$ cat config.mk
export PLATFORM = sky130hd
export DESIGN_NAME = bram_arbiter
export DESIGN_NICKNAME = d
export VERILOG_FILES = /design/src/rtl/bram_arb_pkg.sv /design/src/rtl/bram_arb_pick.sv /design/src/rtl/bram_arbiter.sv
export SDC_FILE = /design/constraint.sdc
export NUM_CORES = 1
export LEC_CHECK = 0
export ABC_AREA = 0
export CAP_MARGIN = 40
export CORE_AREA = 10 10 61 100
export CTS_BUF_LIST = sky130_fd_sc_hd__clkbuf_4 sky130_fd_sc_hd__clkbuf_8
export CTS_CLUSTER_DIAMETER = 100
export DETAILED_ROUTE_END_ITERATION = 7
export DIE_AREA = 0 0 71 110
export HOLD_SLACK_MARGIN = 0.06
export PLACE_DENSITY_LB_ADDON = 0.25
export REMOVE_ABC_BUFFERS = 1
export SLEW_MARGIN = 20
export SYNTH_ARGS = -nofsm -noshare
export SYNTH_HDL_FRONTEND = slang
export SYNTH_SLANG_ARGS = --single-unit
$ cat constraint.sdc
create_clock -name I_CLK -period 4.6 [get_ports I_CLK]
set_input_delay 1.15 -clock I_CLK [delete_from_list [all_inputs] [get_ports I_CLK]]
set_output_delay 1.15 -clock I_CLK [all_outputs]
set_load 0.1 [all_outputs]
$ cat src/rtl/bram_arb_pkg.sv
// Shared types and constants for the two-port BRAM arbiter.
// Build option: BRAM_ARB_RR_EN selects round-robin contention (tested only in bram_arb_pick).
package bram_arb_pkg;

  // Arbiter states: normal arbitration, DMA burst lock, one forced CPU slot.
  typedef enum logic [1:0] {
    ST_ARB   = 2'd0,
    ST_LOCK1 = 2'd1,
    ST_YIELD = 2'd2
  } arb_state_e;

  // Requester port indices, used for the read-return tag.
  localparam logic PORT_CPU = 1'b0;
  localparam logic PORT_DMA = 1'b1;

  // Width of the consecutive-locked-grant counter (MAX_LOCK fits in 1..255).
  localparam int LOCK_CNT_W = 8;

endpackage

$ cat src/rtl/bram_arb_pick.sv
// Combinational winner selection for the BRAM arbiter.
// Build option: BRAM_ARB_RR_EN -- defined: round-robin on contention in ST_ARB;
// undefined: fixed priority, CPU port wins contention.
module bram_arb_pick
  import bram_arb_pkg::*;
(
  input  logic       req0,
  input  logic       req1,
  input  arb_state_e state,
  input  logic       rr_last,  // 1 when the CPU port took the most recent grant
  output logic       gnt0,
  output logic       gnt1
);

  logic contend_to_dma;

`ifdef BRAM_ARB_RR_EN
  // The port that did not take the last grant wins a tie.
  assign contend_to_dma = rr_last;
`else
  logic unused_rr_last;
  assign contend_to_dma = 1'b0;
  assign unused_rr_last = rr_last;
`endif

  // Pick the winner for this cycle from the state and the live requests.
  always_comb begin
    // NOTE: every output gets a default before any branch so no latch is inferred.
    gnt0 = 1'b0;
    gnt1 = 1'b0;
    case (state)
      ST_LOCK1: gnt1 = req1;
      ST_YIELD: gnt0 = req0;
      default: begin
        if (req0 && req1) begin
          gnt1 = contend_to_dma;
          gnt0 = ~contend_to_dma;
        end else begin
          gnt0 = req0;
          gnt1 = req1;
        end
      end
    endcase
  end

endmodule

$ cat src/rtl/bram_arbiter.sv
// Two-port arbiter sharing a single-port synchronous BRAM between the CPU
// path (port 0) and the DMA engine (port 1), with a bounded DMA burst lock
// and a read tag that routes each 1-cycle-latency read result home.
// Build option: BRAM_ARB_RR_EN (see bram_arb_pick).
module bram_arbiter
  import bram_arb_pkg::*;
#(
  parameter int ADDR_W   = 16,
  parameter int DATA_W   = 8,
  parameter int MAX_LOCK = 160
) (
  input  logic              I_CLK,
  input  logic              I_RESET_L,
  input  logic              I_REQ0,
  input  logic              I_REQ1,
  input  logic              I_WE0,
  input  logic              I_WE1,
  input  logic [ADDR_W-1:0] I_ADDR0,
  input  logic [ADDR_W-1:0] I_ADDR1,
  input  logic [DATA_W-1:0] I_DATA0,
  input  logic [DATA_W-1:0] I_DATA1,
  input  logic              I_LOCK1,
  output logic              O_ACK0,
  output logic              O_ACK1,
  output logic              O_RVALID0,
  output logic              O_RVALID1,
  output logic [DATA_W-1:0] O_DATA0,
  output logic [DATA_W-1:0] O_DATA1,
  output logic              O_BRAM_EN,
  output logic              O_BRAM_WE,
  output logic [ADDR_W-1:0] O_BRAM_ADDR,
  output logic [DATA_W-1:0] O_BRAM_DIN,
  input  logic [DATA_W-1:0] I_BRAM_DOUT
);

  localparam logic [LOCK_CNT_W-1:0] LOCK_MAX = LOCK_CNT_W'(MAX_LOCK);
  localparam logic [LOCK_CNT_W-1:0] LOCK_ONE = LOCK_CNT_W'(1);

  arb_state_e            state_q, state_d;
  logic [LOCK_CNT_W-1:0] lock_cnt_q, lock_cnt_d, lock_inc;
  logic                  rr_last_q, rr_last_d;
  logic                  tag_valid_q, tag_port_q;
  logic [DATA_W-1:0]     hold0_q, hold1_q;
  logic                  pick0, pick1, gnt0, gnt1, gnt_any;

  bram_arb_pick u_pick (
    .req0    (I_REQ0),
    .req1    (I_REQ1),
    .state   (state_q),
    .rr_last (rr_last_q),
    .gnt0    (pick0),
    .gnt1    (pick1)
  );

  // No grant is ever made while reset is asserted.
  assign gnt0    = pick0 & I_RESET_L;
  assign gnt1    = pick1 & I_RESET_L;
  assign gnt_any = gnt0 | gnt1;
  assign O_ACK0  = gnt0;
  assign O_ACK1  = gnt1;

  // Saturating increment so the lock counter can never wrap.
  assign lock_inc = (lock_cnt_q == LOCK_MAX) ? LOCK_MAX : lock_cnt_q + LOCK_ONE;

  // Drive the BRAM from the granted port; park address/data at 0 when idle.
  always_comb begin
    O_BRAM_EN   = gnt_any;
    O_BRAM_WE   = 1'b0;
    O_BRAM_ADDR = '0;
    O_BRAM_DIN  = '0;
    if (gnt0) begin
      O_BRAM_WE   = I_WE0;
      O_BRAM_ADDR = I_ADDR0;
      O_BRAM_DIN  = I_DATA0;
    end else if (gnt1) begin
      O_BRAM_WE   = I_WE1;
      O_BRAM_ADDR = I_ADDR1;
      O_BRAM_DIN  = I_DATA1;
    end
  end

  // Next state, lock length and round-robin history.
  always_comb begin
    state_d    = state_q;
    lock_cnt_d = lock_cnt_q;
    rr_last_d  = rr_last_q;
    if (gnt_any) rr_last_d = gnt0;
    case (state_q)
      ST_ARB: begin
        if (gnt1 && I_LOCK1) begin
          lock_cnt_d = LOCK_ONE;
          state_d    = (LOCK_MAX == LOCK_ONE) ? ST_YIELD : ST_LOCK1;
        end
      end
      ST_LOCK1: begin
        // Releasing the lock takes precedence over reaching the bound.
        if (!I_LOCK1) begin
          state_d    = ST_ARB;
          lock_cnt_d = '0;
        end else if (gnt1) begin
          lock_cnt_d = lock_inc;
          if (lock_inc == LOCK_MAX) state_d = ST_YIELD;
        end
      end
      default: begin
        state_d    = ST_ARB;
        lock_cnt_d = '0;
      end
    endcase
  end

  // State, counter and round-robin registers.
  always_ff @(posedge I_CLK or negedge I_RESET_L) begin
    // NOTE: sequential state uses non-blocking assignments so every flop samples pre-edge values.
    if (!I_RESET_L) begin
      state_q    <= ST_ARB;
      lock_cnt_q <= '0;
      rr_last_q  <= 1'b1;
    end else begin
      state_q    <= state_d;
      lock_cnt_q <= lock_cnt_d;
      rr_last_q  <= rr_last_d;
    end
  end

  // Read tag: remembers which port owns the BRAM output next cycle.
  always_ff @(posedge I_CLK or negedge I_RESET_L) begin
    if (!I_RESET_L) begin
      tag_valid_q <= 1'b0;
      tag_port_q  <= PORT_CPU;
    end else begin
      tag_valid_q <= gnt_any & ~O_BRAM_WE;
      tag_port_q  <= gnt1 ? PORT_DMA : PORT_CPU;
    end
  end

  assign O_RVALID0 = tag_valid_q && (tag_port_q == PORT_CPU);
  assign O_RVALID1 = tag_valid_q && (tag_port_q == PORT_DMA);

  // Hold registers keep the last read result per port.
  always_ff @(posedge I_CLK or negedge I_RESET_L) begin
    // NOTE: the hold registers are plain flops, not a memory, so they take the async reset.
    if (!I_RESET_L) begin
      hold0_q <= '0;
      hold1_q <= '0;
    end else begin
      if (O_RVALID0) hold0_q <= I_BRAM_DOUT;
      if (O_RVALID1) hold1_q <= I_BRAM_DOUT;
    end
  end

  assign O_DATA0 = O_RVALID0 ? I_BRAM_DOUT : hold0_q;
  assign O_DATA1 = O_RVALID1 ? I_BRAM_DOUT : hold1_q;

endmodule

==> load_flow_metrics.sql, run 1 <==
INSERT INTO impl_metrics (metric_group, metric, value, unit) VALUES
('routing', 'finalWirelength', '6380', 'microns'),
('place', 'dp.cells', '367', ''),
('synth', 'synthTopCellsByArea', 'sky130_fd_sc_hd__dfrtp_1 39%, sky130_fd_sc_hd__nand2_1 12%, sky130_fd_sc_hd__mux2_2 10%, sky130_fd_sc_hd__nand3_1 7.7%, sky130_fd_sc_hd__ha_1 3.5%', ''),
('cells_and_area', 'finish.net_count', '389', ''),
('cells_and_area', 'postLayoutCellArea', '3250', 'sq um'),
('place', 'dpl.hpwl', '5600', 'microns'),
('power', 'power_leakage', '1.46', 'nW'),
('floorplan', 'initial_utilization', '41.1', '%'),
('routing', 'detailedRoute.firstPassIterationCount', '4', ''),
('setup_path', 'startpoint', 'I_RESET_L', ''),
('timing', 'grt_setup_unrepaired', 'no', ''),
('timing', 'setup-tns-final', '0', 'ns'),
('clock_network', 'cts_post_setup_buffers_inserted', '0', ''),
('floorplan', 'die_height', '110', 'microns'),
('synth', 'ys.warnings.count', '0', ''),
('setup_path', 'timing.critical_path.to_type', 'output pin', ''),
('synth', 'syn-instance-count', '212', ''),
('timing', 'post-route-min-period', '3.99', 'ns'),
('setup_path', 'critical_path_class', 'input pin to output pin', ''),
('routing', 'dr.first_iter.drc_count', '88', ''),
('place', 'gpl.final_weighted_congestion', '0.819', ''),
('cells_and_area', 'antenna_cells_inserted', '0', ''),
('synth', 'synth-edff-count', '0', ''),
('timing', 'finalHoldWorstSlack', '0.501', 'ns'),
('timing', 'worst_clock_skew', '0.00393', 'ns'),
('synth', 'ys_seq_area_share', '38.7', '%'),
('cells_and_area', 'postLayoutCoreUtil', '73.7', '%'),
('clock_network', 'cts.htree.levels', '1', ''),
('clock_network', 'numCtsBuffers', '3', ''),
('clock_network', 'cts.repair.resized', '0', ''),
('global_routing', 'grt_max_degree', '30', ''),
('place', 'numPortBuffers', '108', ''),
('synth', 'syn_area', '1810', 'sq um'),
('setup_path', 'worst_setup_path_start_kind', 'input pin', ''),
('cells_and_area', 'syn_to_final_growth', '79.5', '%'),
('timing', 'setup_viol_count_final', '0', ''),
('cells_and_area', 'layout-drive-gt1-share', '25.1', '%'),
('timing', 'hold_violations', '0', ''),
('floorplan', 'num_rows', '32', ''),
('run_status', 'status', 'complete, no violations', ''),
('clock_network', 'clock_insertion_delay_worst_skew', '0.26', 'ns'),
('synth', 'synthesis.area_per_instance', '8.53', 'sq um'),
('floorplan', 'die_width', '71', 'microns'),
('routing', 'wl_per_cell', '17.2', 'microns'),
('synth', 'synthDistinctLibCells', '42', ''),
('global_routing', 'grt_use_total', '16.2', '%'),
('synth', 'ys_async_sr_fraction', '100', '%'),
('clock_network', 'clkSlewWorstSetupHoldPaths', '0.08', 'ns'),
('global_routing', 'antenna_violations_before_repair', '0', ''),
('routing', 'vias', '1976', ''),
('routing', 'postRouteAntennaNets', '0', ''),
('global_routing', 'globalRouteOverflowTotal', '0', ''),
('floorplan', 'ioPinCount', '109', ''),
('hold_path', 'worst_hold_path_type', 'flop to flop', ''),
('setup_path', 'required_time_at_the_endpoint_of_the_critical_path', '3.45', 'ns'),
('routing', 'routed_via_density', '5.34', ''),
('setup_path', 'rr_startpoint', 'state_q[1]', ''),
('timing', 'slew-limit-headroom', '64.9', '%'),
('floorplan', 'core-area', '4400', 'sq um'),
('run', 'cap_viol_max_count', '0', ''),
('floorplan', 'die_area', '7810', 'sq um'),
('clock_network', 'clk_root_buffer_cell', 'sky130_fd_sc_hd__clkbuf_8', ''),
('place', 'dpl-instance-area', '3210', 'sq um'),
('clock_network', 'post_cts_hold_buffer_count', '0', ''),
('timing', 'slew_worst_pin', '0.526', 'ns'),
('setup_path', 'crit_path_max_fanout', '26', ''),
('power', 'worst_vdd_ir', '0.597', 'mV'),
('power', 'power.density_cell_area', '597', 'nW/um^2'),
('timing', 'fin_crit_sh', '86.8', '%'),
('global_routing', 'grt_pass1_vias', '2174', ''),
('cells_and_area', 'stdcell_count', '370', ''),
('clock_network', 'clockBufferDepth', '2', ''),
('clock_network', 'cts_tree', 'built', ''),
('timing', 'final_max_slew_viol_count', '0', ''),
('synth', 'synth_ff_type', 'sky130_fd_sc_hd__dfrtp_1', ''),
('synth', 'yosys.area.top_type_share', '38.7', '%'),
('global_routing', 'global_route_wire_length_before_repair', '10300', 'microns'),
('setup_path', 'crit_path_arrival_time', '2.84', 'ns'),
('synth', 'number_of_register_bits_inferred_by_synthesis', '28', ''),
('clock_network', 'clkSinkCount', '28', ''),
('routing', 'remaining_drc_errors', '0', ''),
('synth', 'synth_top_cell_by_area', 'sky130_fd_sc_hd__dfrtp_1', ''),
('hold_path', 'timing.hold.worst.start', 'hold1_q[7]', ''),
('timing', 'timing.fmax', '250', 'MHz');
==> cells in the final DEF, fill, tap and decap left out, drive strengths merged, types with 5 or more instances in the layout <==
| master | instances |
|---|---|
| ha | 5 |
| nand2 | 58 |
| dfrtp | 28 |
| clkdlybuf4s50 | 64 |
| inv | 12 |
| mux2 | 16 |
| nand3 | 28 |
| buf | 50 |
| o21ai | 12 |
| nor2 | 5 |
==> cell families after synthesis <==
group	synth area share [%]
xor+xnor	1.45
fa+ha+maj	3.46
mux	10.5
compound gates	12.2
flops	38.7
simple gates	28.5
buf+inv	5.19
==> power breakdown <==
| group | leakage (nW) | internal (mW) | switching [mW] |
|---|---|---|---|
| combinational | 1.08 | 0.390 | 1.06 |
| clock | 0.0216 | 0.0586 | 0.0669 |
| sequential | 0.351 | 0.328 | 0.0338 |
| total | 1.46 | 0.777 | 1.16 |
==> routing by layer <==
metal  wire (microns)  GRT usage (%)  up-vias
li1                 -              -      945
met1             1900           13.1      912
met2             3120           28.4      113
met3             1250           13.4        6
met4              108           5.14        0
met5                0              0        -
==> final cells by class <==
class / instances / area (sq um)
clock buffer: 3 / 41.3
sequential: 28 / 701
multi-input combinational: 162 / 1010
inverter: 12 / 45.0
timing repair buffer: 114 / 1380
fill: 334 / 1160
tap: 51 / 63.8
==> final timing paths <==
path / endpoint / slack, ns / depth (start not counted)
max: O_BRAM_ADDR[10] / 0.61 / 7
min: hold1_q[7] / 0.50 / 1
max reg2reg: state_q[0] / 2.27 / 8
min reg2reg: hold1_q[7] / 0.50 / 1
max in group asynchronous: hold0_q[4] / 3.07 / 2
min in group asynchronous: lock_cnt_q[3] / 1.31 / 2
==> Yosys cell counts, types with 2 or more instances <==
library cell	instances
sky130_fd_sc_hd__a21oi_1	4
sky130_fd_sc_hd__a31oi_1	2
sky130_fd_sc_hd__o21ai_1	2
sky130_fd_sc_hd__ha_1	5
sky130_fd_sc_hd__o21ai_0	10
sky130_fd_sc_hd__o31ai_1	2
sky130_fd_sc_hd__inv_2	3
sky130_fd_sc_hd__dfrtp_1	28
sky130_fd_sc_hd__xor2_1	2
sky130_fd_sc_hd__mux2_2	16
sky130_fd_sc_hd__nand2b_1	3
sky130_fd_sc_hd__inv_1	9
sky130_fd_sc_hd__buf_2	3
sky130_fd_sc_hd__clkbuf_1	6
sky130_fd_sc_hd__nor3_1	3
sky130_fd_sc_hd__nand2_1	57
sky130_fd_sc_hd__nor2_1	5
sky130_fd_sc_hd__nand3_1	28
==> critical path: stages <==
cell                              delay (ns)
sky130_fd_sc_hd__clkdlybuf4s50_1        0.55
sky130_fd_sc_hd__buf_4                  0.24
sky130_fd_sc_hd__o211ai_2               0.13
sky130_fd_sc_hd__inv_2                  0.35
sky130_fd_sc_hd__nand2_1                0.12
sky130_fd_sc_hd__nand2_1                0.12
sky130_fd_sc_hd__buf_12                 0.19
==> through the flow <==
stage / setup slack (ns) / power [mW]
5_1_grt: 0.432 / 2.01
6_report: 0.606 / 1.94
3_5_place_dp: 0.558 / 1.83
4_1_cts: 0.565 / 1.96
3_3_place_gp: 0.600 / 1.80
2_1_floorplan: 0.495 / 1.42
==> registers in the layout, summed over array words and instances (netlist names) <==
name         count
hold1_q          8
hold0_q          8
tag_valid_q      1
tag_port_q       1
state_q          2
lock_cnt_q       8
Power figures use the tool's default switching activity.
==> run 2, diff against run 1 <==
--- a/config.mk
+++ b/config.mk
@@ -7,11 +7,11 @@
 export LEC_CHECK = 0
 export ABC_AREA = 0
 export CAP_MARGIN = 40
-export CORE_AREA = 10 10 61 100
+export CORE_AREA = 10 10 77 79
 export CTS_BUF_LIST = sky130_fd_sc_hd__clkbuf_4 sky130_fd_sc_hd__clkbuf_8
 export CTS_CLUSTER_DIAMETER = 100
 export DETAILED_ROUTE_END_ITERATION = 7
-export DIE_AREA = 0 0 71 110
+export DIE_AREA = 0 0 87 89
 export HOLD_SLACK_MARGIN = 0.06
 export PLACE_DENSITY_LB_ADDON = 0.25
 export REMOVE_ABC_BUFFERS = 1
==> run 2 against run 1 <==
  * Final area down 0.89%
  * Sequential share of layout area is 0.19 points higher
  * Power down 0.80%
  * Combinational power hardly changed
  * Final cell count did not move
  * Clock skew rose by 0.0045 ns
  * Worst setup slack worse by 0.020 ns
  * Via count is 1.5% lower
  * Critical path depth is 1 lower
  * Fmax fell by 0.51%
==> load_flow_metrics.sql, run 2 (synthesis results as in run 1) <==
INSERT INTO impl_metrics (metric_group, metric, value, unit) VALUES
('run_status', 'status', 'complete, no violations', ''),
('floorplan', 'die_height', '89', 'microns'),
('power', 'pwr-share-clk', '6.7', '%'),
('clock_network', 'clkSlewWorstSetupHoldPaths', '0.08', 'ns'),
('timing', 'timing.final.ws_setup', '0.586', 'ns'),
('power', 'power_leakage', '1.44', 'nW'),
('place', 'post-place-ws', '0.569', 'ns'),
('timing', 'final_max_slew_viol_count', '0', ''),
('power', 'p_sw_share', '60.2', '%'),
('routing', 'finalWirelength', '6330', 'microns'),
('routing', 'routed_via_density', '5.26', ''),
('setup_path', 'rr_startpoint', 'state_q[1]', ''),
('place', 'dpl-instance-area', '3180', 'sq um'),
('timing', 'grt_setup_unrepaired', 'no', ''),
('floorplan', 'ioPinCount', '109', ''),
('setup_path', 'crit_path_max_fanout', '29', ''),
('power', 'power.density_cell_area', '598', 'nW/um^2'),
('routing', 'vias', '1946', ''),
('floorplan', 'initial_utilization', '39.9', '%'),
('global_routing', 'grt_max_degree', '30', ''),
('timing', 'slew-limit-headroom', '47.6', '%'),
('timing', 'setup_viol_count_final', '0', ''),
('place', 'dpl.hpwl', '5320', 'microns'),
('floorplan', 'core-area', '4540', 'sq um'),
('timing', 'timing.fmax', '249', 'MHz'),
('global_routing', 'globalRouteOverflowTotal', '0', ''),
('clock_network', 'clk_root_buffer_cell', 'sky130_fd_sc_hd__clkbuf_8', ''),
('clock_network', 'clock_insertion_delay_worst_skew', '0.27', 'ns'),
('routing', 'detailedRoute.firstPassIterationCount', '4', ''),
('cells_and_area', 'layout_common_cells', '63 x sky130_fd_sc_hd__clkdlybuf4s50_1, 57 x sky130_fd_sc_hd__nand2_1, 28 x sky130_fd_sc_hd__nand3_1, 28 x sky130_fd_sc_hd__dfrtp_1, 28 x sky130_fd_sc_hd__buf_12', ''),
('routing', 'wl_per_cell', '17.1', 'microns'),
('floorplan', 'die_area', '7740', 'sq um'),
('timing', 'post-route-min-period', '4.01', 'ns'),
('place', 'numPortBuffers', '108', ''),
('cells_and_area', 'postLayoutCellArea', '3220', 'sq um'),
('timing', 'slew_worst_pin', '0.784', 'ns'),
('floorplan', 'die_width', '87', 'microns'),
('clock_network', 'cts.repair.resized', '0', ''),
('run', 'cap_viol_max_count', '0', ''),
('timing', 'hold_violations', '0', ''),
('power', 'p_int', '766', 'uW'),
('cells_and_area', 'seq_area', '701', 'sq um'),
('hold_path', 'timing.hold.worst.start', 'hold1_q[4]', ''),
('clock_network', 'clockBufferDepth', '2', ''),
('cells_and_area', 'final.fill_count', '349', ''),
('global_routing', 'antenna_violations_before_repair', '0', ''),
('cells_and_area', 'syn_to_final_growth', '77.9', '%'),
('place', 'gpl.final_weighted_congestion', '0.820', ''),
('power', 'comb_power_share', '74.6', '%'),
('hold_path', 'worst_hold_path_type', 'flop to flop', ''),
('setup_path', 'timing.critical_path.to_type', 'output pin', ''),
('cells_and_area', 'layout-drive-gt1-share', '24.7', '%'),
('power', 'p_sw', '1.16', 'mW'),
('power', 'worst_vdd_ir', '0.362', 'mV'),
('timing', 'fin_crit_sh', '87.3', '%'),
('cells_and_area', 'footprint_of_the_multi_input_gates', '1010', 'sq um'),
('power', 'seq_power_share', '18.7', '%'),
('routing', 'dr.first_iter.drc_count', '51', ''),
('cells_and_area', 'top_regs', 'hold0_q (8), hold1_q (8), lock_cnt_q (8)', ''),
('floorplan', 'num_rows', '25', ''),
('clock_network', 'cts_post_setup_buffers_inserted', '0', ''),
('setup_path', 'required_time_at_the_endpoint_of_the_critical_path', '3.45', 'ns'),
('clock_network', 'post_cts_hold_buffer_count', '0', ''),
('global_routing', 'grt_use_total', '16.2', '%'),
('routing', 'postRouteAntennaNets', '0', ''),
('setup_path', 'crit_path_arrival_time', '2.86', 'ns'),
('routing', 'remaining_drc_errors', '0', ''),
('clock_network', 'clkSinkCount', '28', ''),
('setup_path', 'critical_path_class', 'input pin to output pin', ''),
('cells_and_area', 'antenna_cells_inserted', '0', ''),
('setup_path', 'worst_setup_path_start_kind', 'input pin', ''),
('setup_path', 'startpoint', 'I_RESET_L', ''),
('clock_network', 'numCtsBuffers', '3', ''),
('clock_network', 'cts_tree', 'built', ''),
('clock_network', 'cts.htree.levels', '1', ''),
('global_routing', 'grt_pass1_vias', '2116', ''),
('timing', 'setup-tns-final', '0', 'ns'),
('cells_and_area', 'most_common_library_cell_in_the_layout_ignoring_fill_and_taps', 'sky130_fd_sc_hd__clkdlybuf4s50_1', ''),
('global_routing', 'global_route_wire_length_before_repair', '10100', 'microns'),
('timing', 'worst_clock_skew', '0.00843', 'ns'),
('cells_and_area', 'finish.net_count', '386', '');
## run 2: layout make-up
cell class              count  share of cell area [%]
repair buffers            111                    41.9
multi-input cells         162                    31.5
flip-flops and latches     28                    21.8
well taps                  54                    2.10
inverters                  12                    1.40
clock buffers               3                    1.28
## run 2: routing by layer
| layer | global-route usage (%) | wire, microns | vias up | share of wire, % |
|---|---|---|---|---|
| li1 | - | - | 938 | - |
| met1 | 15.5 | 2230 | 915 | 35 |
| met2 | 26.8 | 3050 | 89 | 48 |
| met3 | 11.9 | 991 | 4 | 16 |
| met4 | 5.01 | 59 | 0 | 0.93 |
| met5 | 0 | 0 | - | 0 |
## run 2: stage by stage
stage / util (%) / power (mW) / hold slack [ns] / instances
CTS: 71.0 / 1.95 / 0.504 / 370
floorplan: - / 1.42 / 0.524 / 202
detailed placement: 70.0 / 1.82 / 0.484 / 367
global placement: 69.7 / 1.79 / 0.479 / 366
finish: 71.0 / 1.92 / 0.502 / 370
global route: 71.0 / 2.00 / 0.519 / 370
## run 2: final timing paths
path                              end  slack (ns)  depth (start not counted)
max                         O_BRAM_WE        0.59                          6
min                        hold1_q[4]        0.50                          1
max reg2reg                state_q[0]        2.30                          8
min reg2reg                hold1_q[4]        0.50                          1
max in group asynchronous  hold1_q[4]        2.88                          2
min in group asynchronous  state_q[0]        1.09                          1
## run 2: worst max-delay path, stage by stage
cell,delay (ns)
sky130_fd_sc_hd__clkdlybuf4s50_1,0.59
sky130_fd_sc_hd__nand4_4,0.18
sky130_fd_sc_hd__inv_2,0.44
sky130_fd_sc_hd__nand3_1,0.14
sky130_fd_sc_hd__nand2_1,0.16
sky130_fd_sc_hd__buf_12,0.19
## run 2: power groups by stage
| stage | Clock (mW) | Sequential [mW] | Combinational [mW] |
|---|---|---|---|
| floorplan | 0 | 0.355 | 1.06 |
| global placement | 0 | 0.359 | 1.43 |
| detailed placement | 0 | 0.366 | 1.45 |
| CTS | 0.133 | 0.361 | 1.45 |
| global route | 0.143 | 0.367 | 1.49 |
| finish | 0.128 | 0.360 | 1.44 |
==> run 3, diff against run 2 <==
==> constraint.sdc (replaced) <==
create_clock -name I_CLK -period 5.1 [get_ports I_CLK]
set_input_delay 1.275 -clock I_CLK [delete_from_list [all_inputs] [get_ports I_CLK]]
set_output_delay 1.275 -clock I_CLK [all_outputs]
set_load 0.1 [all_outputs]
==> run 3 against run 2 <==
  * Final area rose by 1.2%
  * Worst hold slack got worse by 0.0011 ns
  * Power fell by 8.4%
  * Global-route usage fell by 0.50 points
  * Clock power rose by 4%
  * Worst setup slack improved by 0.18 ns
  * Routed wire length fell by 2.1%
  * Sequential power fell by 10%
  * Register-to-register slack improved by 0.52 ns
  * Non-clock buffer count rose by 2
  * Count of clock-buffer cells in the layout rose by 1
  * Sequential share of layout area fell by 0.26 points
  * Critical path type unchanged
  * Largest power group unchanged
==> load_flow_metrics.sql, run 3 (synthesis results as in run 1) <==
INSERT INTO impl_metrics (metric_group, metric, value, unit) VALUES
('run_status', 'status', 'complete, no violations', ''),
('cells_and_area', 'syn_to_final_growth', '80.0', '%'),
('routing', 'routed_via_density', '5.14', ''),
('floorplan', 'die_area', '7740', 'sq um'),
('clock_network', 'clkSinkCount', '28', ''),
('clock_network', 'numCtsBuffers', '3', ''),
('setup_path', 'crit_slowest_cell', 'sky130_fd_sc_hd__clkdlybuf4s50_1', ''),
('setup_path', 'crit_path_arrival_time', '3.06', 'ns'),
('setup_path', 'critical_path_class', 'input pin to output pin', ''),
('clock_network', 'post_cts_hold_buffer_count', '0', ''),
('floorplan', 'initial_utilization', '39.9', '%'),
('power', 'power.density_cell_area', '541', 'nW/um^2'),
('timing', 'slew-limit-headroom', '63.9', '%'),
('global_routing', 'grt_max_degree', '30', ''),
('global_routing', 'global_route_wire_length_before_repair', '9790', 'microns'),
('clock_network', 'clockBufferDepth', '2', ''),
('floorplan', 'die_height', '89', 'microns'),
('clock_network', 'cts.repair.resized', '0', ''),
('place', 'gpl.final_weighted_congestion', '0.826', ''),
('place', 'numPortBuffers', '108', ''),
('setup_path', 'rr_startpoint', 'state_q[0]', ''),
('routing', 'wl_per_cell', '16.6', 'microns'),
('global_routing', 'grt_use_total', '15.7', '%'),
('timing', 'worst_clock_skew', '0.00963', 'ns'),
('run', 'cap_viol_max_count', '0', ''),
('routing', 'detailedRoute.firstPassIterationCount', '4', ''),
('hold_path', 'timing.hold.worst.start', 'hold1_q[6]', ''),
('timing', 'setup-tns-final', '0', 'ns'),
('timing', 'post-route-min-period', '4.34', 'ns'),
('timing', 'final_max_slew_viol_count', '0', ''),
('clock_network', 'cts_tree', 'built', ''),
('floorplan', 'die_width', '87', 'microns'),
('floorplan', 'core-area', '4540', 'sq um'),
('global_routing', 'globalRouteOverflowTotal', '0', ''),
('clock_network', 'clock_insertion_delay_worst_skew', '0.27', 'ns'),
('setup_path', 'critPathCapture', 'O_BRAM_DIN[5]', ''),
('routing', 'remaining_drc_errors', '0', ''),
('timing', 'timing.fmax', '231', 'MHz'),
('global_routing', 'grt_pass1_vias', '2024', ''),
('cells_and_area', 'most_common_library_cell_in_the_layout_ignoring_fill_and_taps', 'sky130_fd_sc_hd__clkdlybuf4s50_1', ''),
('setup_path', 'critPathMaxStageDelay', '0.60', 'ns'),
('power', 'power_leakage', '1.46', 'nW'),
('setup_path', 'required_time_at_the_endpoint_of_the_critical_path', '3.83', 'ns'),
('setup_path', 'r2r_end', 'state_q[0]', ''),
('place', 'dp.cells', '369', ''),
('cells_and_area', 'finish.net_count', '388', ''),
('cells_and_area', 'stdcell_count', '373', ''),
('setup_path', 'crit_path_max_fanout', '28', ''),
('setup_path', 'timing.critical_path.to_type', 'output pin', ''),
('clock_network', 'clkSlewWorstSetupHoldPaths', '0.09', 'ns'),
('power', 'worst_vdd_ir', '0.313', 'mV'),
('power', 'post-layout-total-power', '1.76', 'mW'),
('setup_path', 'critical_path_cell_sequence', 'clkdlybuf4s50_1 > o211ai_2 > buf_4 > inv_2 > nand2_1 > nand2_1 > buf_12', ''),
('floorplan', 'ioPinCount', '109', ''),
('timing', 'slew_worst_pin', '0.541', 'ns'),
('setup_path', 'worst_setup_path_start_kind', 'input pin', ''),
('timing', 'setup_viol_count_final', '0', ''),
('global_routing', 'antenna_violations_before_repair', '0', ''),
('clock_network', 'clk_root_buffer_cell', 'sky130_fd_sc_hd__clkbuf_8', ''),
('setup_path', 'dominant_cell_type_by_count_on_the_critical_path', 'sky130_fd_sc_hd__nand2_1', ''),
('cells_and_area', 'top_regs', 'hold0_q (8), hold1_q (8), lock_cnt_q (8)', ''),
('hold_path', 'hold_depth', '1', ''),
('timing', 'fin_crit_sh', '85.0', '%'),
('floorplan', 'num_rows', '25', ''),
('cells_and_area', 'final.fill_count', '335', ''),
('place', 'dpl.hpwl', '5170', 'microns'),
('setup_path', 'startpoint', 'I_RESET_L', ''),
('routing', 'vias', '1919', ''),
('setup_path', 'ff2ff_path_depth', '8', ''),
('clock_network', 'cts_post_setup_buffers_inserted', '0', ''),
('timing', 'grt_setup_unrepaired', 'no', ''),
('cells_and_area', 'layout-drive-gt1-share', '25.1', '%'),
('cells_and_area', 'antenna_cells_inserted', '0', ''),
('setup_path', 'ff2ff_setup_slack', '2.82', 'ns'),
('hold_path', 'worst_hold_path_type', 'flop to flop', ''),
('clock_network', 'cts.htree.levels', '1', ''),
('timing', 'hold_violations', '0', ''),
('cells_and_area', 'layout_common_cells', '64 x sky130_fd_sc_hd__clkdlybuf4s50_1, 57 x sky130_fd_sc_hd__nand2_1, 28 x sky130_fd_sc_hd__nand3_1, 28 x sky130_fd_sc_hd__dfrtp_1, 28 x sky130_fd_sc_hd__buf_12', ''),
('routing', 'finalWirelength', '6200', 'microns'),
('routing', 'dr.first_iter.drc_count', '94', ''),
('routing', 'postRouteAntennaNets', '0', '');
run 3: critical path: cells and delay by family:
family                 cells  cell delay [ns]
buffers and inverters      4             1.39
AND/OR/NAND/NOR            2             0.26
AO/OA/AOI/OAI              1             0.12
run 3: report_power, final:
part	internal, mW	total, mW	switching [mW]	leakage, nW
registers	0.296	0.323	0.0274	0.351
clock network	0.0689	0.133	0.0636	0.0288
logic	0.352	1.31	0.955	1.08
run 3: how the worst min path moves through the flow:
| stage | to | slack [ns] |
|---|---|---|
| 6_report | hold1_q[6] | 0.50 |
| 5_1_grt | hold1_q[0] | 0.52 |
| 4_1_cts | hold1_q[6] | 0.50 |
| 3_5_place_dp | hold1_q[6] | 0.48 |
| 3_3_place_gp | hold1_q[1] | 0.48 |
| 2_1_floorplan | lock_cnt_q[5] | 0.52 |
run 3: final cells by class:
class                   instances  area, sq um  area share (%)
inverters                      12         45.0            1.38
well taps                      54         67.6            2.07
flip-flops and latches         28          701            21.5
repair buffers                113         1370            42.2
clock buffers                   4         55.1            1.69
multi-input cells             162         1010            31.2
run 3: metrics by stage:
step / hold slack, ns / cell area [sq um] / setup WS [ns] / util (%)
finish: 0.501 / 3260 / 0.764 / 71.8
global route: 0.520 / 3260 / 0.629 / 71.8
CTS: 0.504 / 3260 / 0.729 / 71.8
detailed placement: 0.482 / 3200 / 0.739 / 70.6
global placement: 0.479 / 3170 / 0.797 / 69.9
floorplan: 0.524 / 1760 / 0.745 / -
run 3: routing by layer:
| layer | routed length [microns] | up-vias | global-route usage (%) |
|---|---|---|---|
| li1 | - | 943 | - |
| met1 | 2260 | 883 | 15.6 |
| met2 | 2930 | 91 | 25.8 |
| met3 | 954 | 2 | 11.0 |
| met4 | 47 | 0 | 4.42 |
| met5 | 0 | - | 0 |
